### src/rtl/adder_pipe_if.sv
// rtl/adder_pipe_if.sv - operand/result stream bundle for the pipelined adder
interface adder_pipe_if #(
    parameter int WIDTH = 8,
    parameter int CNT_W = 8
);
    logic [WIDTH-1:0] a_in;
    logic [WIDTH-1:0] b_in;
    logic             c_in;
    logic             in_valid;
    logic             in_ready;
    logic [WIDTH-1:0] sum;
    logic             c_out;
    logic             out_valid;
    logic             out_ready;
    logic [CNT_W-1:0] ovf_count;

    modport master (
        output a_in, b_in, c_in, in_valid, out_ready,
        input  in_ready, sum, c_out, out_valid, ovf_count
    );

    modport slave (
        input  a_in, b_in, c_in, in_valid, out_ready,
        output in_ready, sum, c_out, out_valid, ovf_count
    );
endinterface

### src/rtl/adder_pipe.sv
// rtl/adder_pipe.sv - pipelined unsigned chunked adder with carry-event counter; ADDER_SAT_EN selects saturating sum
module adder_pipe #(
    parameter int WIDTH  = 8,
    parameter int STAGES = 2,
    parameter int CNT_W  = 8
) (
    input  logic       wb_clk_i,
    input  logic       wb_rst_i,
    adder_pipe_if.slave bus
);
    localparam int CHUNK = WIDTH / STAGES;

`ifdef ADDER_SAT_EN
    localparam bit SAT_EN = 1'b1;
`else
    localparam bit SAT_EN = 1'b0;
`endif

    if (WIDTH % STAGES != 0) begin : g_bad_cfg
        $error("adder_pipe: WIDTH must be a multiple of STAGES");
    end

    // Whole pipe moves as one; it only stalls when a result is waiting unconsumed.
    logic adv;
    assign adv          = !bus.out_valid || bus.out_ready;
    assign bus.in_ready = adv;

    for (genvar k = 0; k < STAGES; k++) begin : g_stage
        // Operand bits still to be added (this chunk and above) and sum bits completed so far.
        localparam int SRC_W = WIDTH - k * CHUNK;
        localparam int SUM_W = (k + 1) * CHUNK;

        logic [SRC_W-1:0] a_src;
        logic [SRC_W-1:0] b_src;
        logic             c_src;
        logic             v_src;
        logic [CHUNK:0]   part;
        logic [SUM_W-1:0] s_raw;
        logic [SUM_W-1:0] s_nxt;
        logic             v_q;
        logic             cy_q;
        logic [SUM_W-1:0] s_q;

        if (k == 0) begin : g_head
            assign a_src = bus.a_in;
            assign b_src = bus.b_in;
            assign c_src = bus.c_in;
            assign v_src = bus.in_valid;
            assign s_raw = part[CHUNK-1:0];
        end else begin : g_body
            assign a_src = g_stage[k-1].g_hold.a_q;
            assign b_src = g_stage[k-1].g_hold.b_q;
            assign c_src = g_stage[k-1].cy_q;
            assign v_src = g_stage[k-1].v_q;
            assign s_raw = {part[CHUNK-1:0], g_stage[k-1].s_q};
        end

        assign part = {1'b0, a_src[CHUNK-1:0]} + {1'b0, b_src[CHUNK-1:0]} + {{CHUNK{1'b0}}, c_src};

        // Saturation only touches the last stage, so the carry chain and latency are unaffected.
        assign s_nxt = (SAT_EN && (k == STAGES - 1) && part[CHUNK]) ? {SUM_W{1'b1}} : s_raw;

        // Stage result register: valid bit, chunk carry and accumulated low sum bits.
        always_ff @(posedge wb_clk_i) begin
            if (wb_rst_i) begin
                v_q  <= 1'b0;
                cy_q <= 1'b0;
                s_q  <= '0;
            end else if (adv) begin
                v_q  <= v_src;
                cy_q <= part[CHUNK];
                s_q  <= s_nxt;
            end
        end

        if (k < STAGES - 1) begin : g_hold
            logic [SRC_W-CHUNK-1:0] a_q;
            logic [SRC_W-CHUNK-1:0] b_q;

            // Delay the not-yet-added upper operand chunks alongside the partial sum.
            always_ff @(posedge wb_clk_i) begin
                if (wb_rst_i) begin
                    a_q <= '0;
                    b_q <= '0;
                end else if (adv) begin
                    a_q <= a_src[SRC_W-1:CHUNK];
                    b_q <= b_src[SRC_W-1:CHUNK];
                end
            end
        end
    end

    assign bus.sum       = g_stage[STAGES-1].s_q;
    assign bus.c_out     = g_stage[STAGES-1].cy_q;
    assign bus.out_valid = g_stage[STAGES-1].v_q;

    logic [CNT_W-1:0] cnt_q;
    assign bus.ovf_count = cnt_q;

    // Count carry-out results as they are handed off; sticks at all-ones.
    always_ff @(posedge wb_clk_i) begin
        if (wb_rst_i) begin
            cnt_q <= '0;
        end else if (bus.out_valid && bus.out_ready && bus.c_out && (cnt_q != {CNT_W{1'b1}})) begin
            cnt_q <= cnt_q + CNT_W'(1);
        end
    end
endmodule

### src/flat_wrapper.sv
// flat-port wrapper written by rule: the top's interface ports become plain ports
module adder_pipe_flat 
#(
    parameter int WIDTH  = 8,
    parameter int STAGES = 2,
    parameter int CNT_W  = 8
)
  (wb_clk_i, wb_rst_i, bus_a_in, bus_b_in, bus_c_in, bus_in_valid, bus_out_ready, bus_in_ready, bus_sum, bus_c_out, bus_out_valid, bus_ovf_count);
  adder_pipe_if #(.WIDTH(WIDTH), .CNT_W(CNT_W)) bus_i ();
  input  logic wb_clk_i;
  input  logic wb_rst_i;
  input wire logic [$bits(bus_i.a_in)-1:0] bus_a_in;
  input wire logic [$bits(bus_i.b_in)-1:0] bus_b_in;
  input wire logic [$bits(bus_i.c_in)-1:0] bus_c_in;
  input wire logic [$bits(bus_i.in_valid)-1:0] bus_in_valid;
  input wire logic [$bits(bus_i.out_ready)-1:0] bus_out_ready;
  output wire logic [$bits(bus_i.in_ready)-1:0] bus_in_ready;
  output wire logic [$bits(bus_i.sum)-1:0] bus_sum;
  output wire logic [$bits(bus_i.c_out)-1:0] bus_c_out;
  output wire logic [$bits(bus_i.out_valid)-1:0] bus_out_valid;
  output wire logic [$bits(bus_i.ovf_count)-1:0] bus_ovf_count;
  assign bus_i.a_in = bus_a_in;
  assign bus_i.b_in = bus_b_in;
  assign bus_i.c_in = bus_c_in;
  assign bus_i.in_valid = bus_in_valid;
  assign bus_i.out_ready = bus_out_ready;
  assign bus_in_ready = bus_i.in_ready;
  assign bus_sum = bus_i.sum;
  assign bus_c_out = bus_i.c_out;
  assign bus_out_valid = bus_i.out_valid;
  assign bus_ovf_count = bus_i.ovf_count;
  adder_pipe #(.WIDTH(WIDTH), .STAGES(STAGES), .CNT_W(CNT_W)) u_core (.wb_clk_i(wb_clk_i), .wb_rst_i(wb_rst_i), .bus(bus_i));
endmodule
### config.mk
export PLATFORM = sky130hd
export DESIGN_NAME = adder_pipe_flat
export DESIGN_NICKNAME = d
export VERILOG_FILES = /design/src/rtl/adder_pipe_if.sv /design/src/rtl/adder_pipe.sv /design/src/flat_wrapper.sv
export SDC_FILE = /design/constraint.sdc
export NUM_CORES = 1
export LEC_CHECK = 0
export CORE_AREA = 8 8 68 70
export DETAILED_ROUTE_END_ITERATION = 8
export DIE_AREA = 0 0 76 78
export PLACE_DENSITY_LB_ADDON = 0.1
export SYNTH_ARGS = -nofsm -noshare
export SYNTH_HDL_FRONTEND = slang
export SYNTH_SLANG_ARGS = --single-unit
export TNS_END_PERCENT = 1
### constraint.sdc
create_clock -name wb_clk_i -period 1.5 [get_ports wb_clk_i]
set_input_delay 0.3 -clock wb_clk_i [delete_from_list [all_inputs] [get_ports wb_clk_i]]
set_output_delay 0.3 -clock wb_clk_i [all_outputs]
set_load 0.02 [all_outputs]
==> summary.md <==
| Metric | Value |
|---|---|
| Setup bufs post-CTS | `0` |
| TritonCTS buffer count | `5` |
| Crit-path cells | `fa_2 -> inv_2 -> fa_2 -> a211oi_2` |
| I/O Pins | `40` |
| CTS tree | `yes` |
| N_diodes | `0` |
| DRT Pass-1 Iters | `4` |
| Worst Path Arrival | `about 1.7 ns` |
| Post-Synth Simple-Gate Area | `24.5%` |
| Required @ worst endpoint | `1.76 ns` |
| # port buffers | `39` |
| Die height | `between 70 and 80 um` |
| Die width | `76 um` |
| Largest family of logic cells by synthesized area | `simple AND/OR/NAND/NOR gates` |
| Design Area, Final | `~2000 um2` |
| Cell mode on critical path | `fa_2` |
| Worst min-delay path category | `reg2reg` |
| Crit-path max cell delay | `around 0.43 ns` |
| Final hold vios | `0` |
| Kind of critical path | `reg2reg` |
| Clock root buffer | `clkbuf_4` |
| Clock slew at reported path FFs | `0.10 ns` |
| Share of layout cells above drive strength 1 | `~16%` |
| Min Tclk post-route | `1.47 ns` |
| Maximum number of pins on one net before global-route repair | `27` |
| Final core utilization | `between 50% and 60%` |
| Worst-margin pin slew | `0.294 ns` |
| DRT antenna net count | `0` |
| Grt total ovfl | `0` |
| Max cap viols | `0` |
| Endpoint class of the critical path | `flop` |
| Clock skew | `0.00606 ns` |
| Design Power | `0.00169 W` |
| PD cells | `833 nW/um2` |
| P_leak | `between 0.9 and 1 nW` |
| Fmax | `0.682 GHz` |
| Ys Warns | `0` |
| Vias post-DR | `1361` |
| CP Launch Point | `u_core.g_stage[0].g_hold.a_q[0]` |
| Synth Area in Adders | `between 10% and 20%` |
| Post-synthesis mux area share | `1.43%` |
| Syn_nets | `roughly 210` |
| Sequential fraction of the synthesis area | `43.2%` |
| Synth Register Bits | `32` |
| Area delta synth->final | `36.7%` |
| Crit-path max FO | `2` |
| Vias in the first global route | `approximately 1400` |
| Clock Path Buffers | `2` |
| GRT Util Overall | `12.9%` |
| CP startpoint kind | `flop` |
| Final count of negative-setup-slack endpoints | `0` |
| Die area | `5930 um2` |
| Cell area after synthesis | `1480 um2` |
| Layout fillers | `352` |
| WL/cell | `13.5 um` |
| Antenna violations before repair | `0` |
| XOR/XNOR Fraction of Synth Area | `1.18%` |
| CP max stage cell | `fa_2` |
| Final nets | `256` |
| Clock sinks | `32` |
| RSZ-0062 raised after global routing | `yes` |
| DP Area | `1990 um2` |
| Buf/Inv on CP | `1` |
| Row cnt | `22` |
| Global placement routability congestion | `0.785` |
| Vias per cell | `5.00` |
| Final wirelength | `3670 um` |
| Skew-Pair Late Insertion Delay | `0.33 ns` |
| CP top delay family | `adder cells` |
| Most frequent cells in the layout | `31 x nand2_1, 29 x dfxtp_1, 22 x a21oi_1` |
| Cells after synthesis | `between 150 and 200` |
| Post-synthesis compound-gate area fraction | `14.0%` |
| DRC viols | `0` |
| Slew margin rel. | `between 80% and 90%` |
| Outcome | `complete, no violations` |
| Initial Util | `41.8%` |
| Commonest non-fill, non-tap cell in the layout | `nand2_1` |
| Fin crit share | `97.8%` |
| Syn_area_per_cell | `8.48 um2` |
| Peak supply drop | `0.000499 V` |
| H-tree depth | `2` |
| Yosys cell types | `34` |
| Final Max Slew Viols | `0` |
| Iter 0 DRT Violations | `66` |
| Core area | `3550 um2` |
| Post-DP HPWL | `approximately 2700 um` |
| First-pass GRT wire length | `6420 um` |
| Hold_sp | `u_core.bus.sum[3]` |
| Worst r2r src | `u_core.g_stage[0].g_hold.a_q[0]` |
[final timing paths]
| check | endpoint | slack, ns | cells after the start |
|---|---|---|---|
| setup reg to reg | u_core.bus.sum[5] | 0.03 | 4 |
| setup / recovery | u_core.bus.sum[5] | 0.03 | 4 |
| hold reg to reg | u_core.bus.sum[3] | 0.45 | 2 |
| hold / removal | u_core.bus.sum[3] | 0.45 | 2 |
[layer usage]
metal | routed length (um) | up-vias | part of all wire, % | GRT usage, %
met5 | 0 | - | 0 | 0
met4 | 59 | 0 | 1.6 | 6.27
met3 | 245 | 7 | 6.7 | 5.30
met2 | 1800 | 32 | 49 | 21.6
met1 | 1560 | 625 | 43 | 14.0
li1 | - | 697 | - | -
[Yosys cell counts, drive strengths merged]
master | instances | area share [%]
nand4b | 2 | 1.2
clkbuf | 4 | 1.0
fa | 4 | 5.4
mux2 | 1 | 0.76
a21o | 2 | 1.0
nor2b | 6 | 2.5
or4 | 2 | 1.0
nand3b | 2 | 1.0
xnor2 | 1 | 0.59
dfxtp | 32 | 43
o21a | 1 | 0.51
buf | 5 | 1.7
nor2 | 16 | 4.0
inv | 7 | 1.8
and3 | 1 | 0.42
nor3 | 4 | 1.3
and4 | 2 | 1.3
a31oi | 1 | 0.42
a21oi | 22 | 7.4
xor2 | 1 | 0.59
mux2i | 1 | 0.67
a311oi | 1 | 0.59
nand3 | 6 | 2.0
nand4 | 1 | 0.42
ha | 7 | 5.9
o21ai | 3 | 1.0
nand2 | 32 | 8.3
a211oi | 6 | 3.0
and2 | 1 | 0.42
nor4 | 1 | 0.42
[where the power goes]
group          internal, W  total (W)  leakage, nW  switching [W]
logic             0.000154   0.000308        0.612       0.000154
clock network     0.000172   0.000446       0.0281       0.000274
registers         0.000905   0.000936        0.264      0.0000309
total              0.00123    0.00169        0.904       0.000459
[logic make-up (layout without fill, tap and decap cells)]
kind of cell             count (synthesis)  after routing
AO/OA/AOI/OAI                           36             36
flip-flops                              32             32
buffers and inverters                   16             65
XOR/XNOR                                 2              2
adder cells (fa/ha/maj)                 11             11
AND/OR/NAND/NOR                         76             76
multiplexers                             2              2
[tightest hold or removal path: cells and delay by family, from the launching register on]
kind	cells	cell delay, ns
AND/OR/NAND/NOR	1	0.05
flip-flops	1	0.32
AO/OA/AOI/OAI	1	0.05
[area by class of cell]
cell class	count	area, um2	share of cell area [%]
multi-input cells	127	802	39.5
inverters	7	26.3	1.30
repair buffers	51	449	22.1
well taps	48	60.1	2.96
clock buffers	6	41.3	2.04
clock inverters	1	5.00	0.247
flip-flops and latches	32	644	31.8
[metrics by stage]
stage | setup TNS [ns] | hold WS [ns] | std cells | setup WS [ns]
final | 0 | 0.454 | 272 | 0.0332
after CTS | -0.0936 | 0.457 | 272 | -0.0575
after global placement | -3.17 | 0.438 | 265 | -0.419
after floorplan | 0 | 0.432 | 175 | 0.0405
after detailed placement | -3.68 | 0.445 | 265 | -0.486
after global routing | -0.0822 | 0.467 | 272 | -0.0424
[registers in the layout (all words and copies together) (netlist names)]
name / count
u_core.bus.out_valid: 1
u_core.g_stage.v_q: 1
u_core.g_stage.s_q: 4
u_core.g_stage.cy_q: 1
u_core.g_stage.g_hold.a_q: 4
u_core.bus.c_out: 1
u_core.bus.ovf_count: 8
u_core.bus.sum: 8
u_core.g_stage.g_hold.b_q: 4
[repair_timing]
action	CTS	global route
hold buffers	0	0
gates resized for setup	30	8
setup endpoints to repair	26	7
pin swaps	1	2
Note: power is estimated with default switching activity, not from simulation.
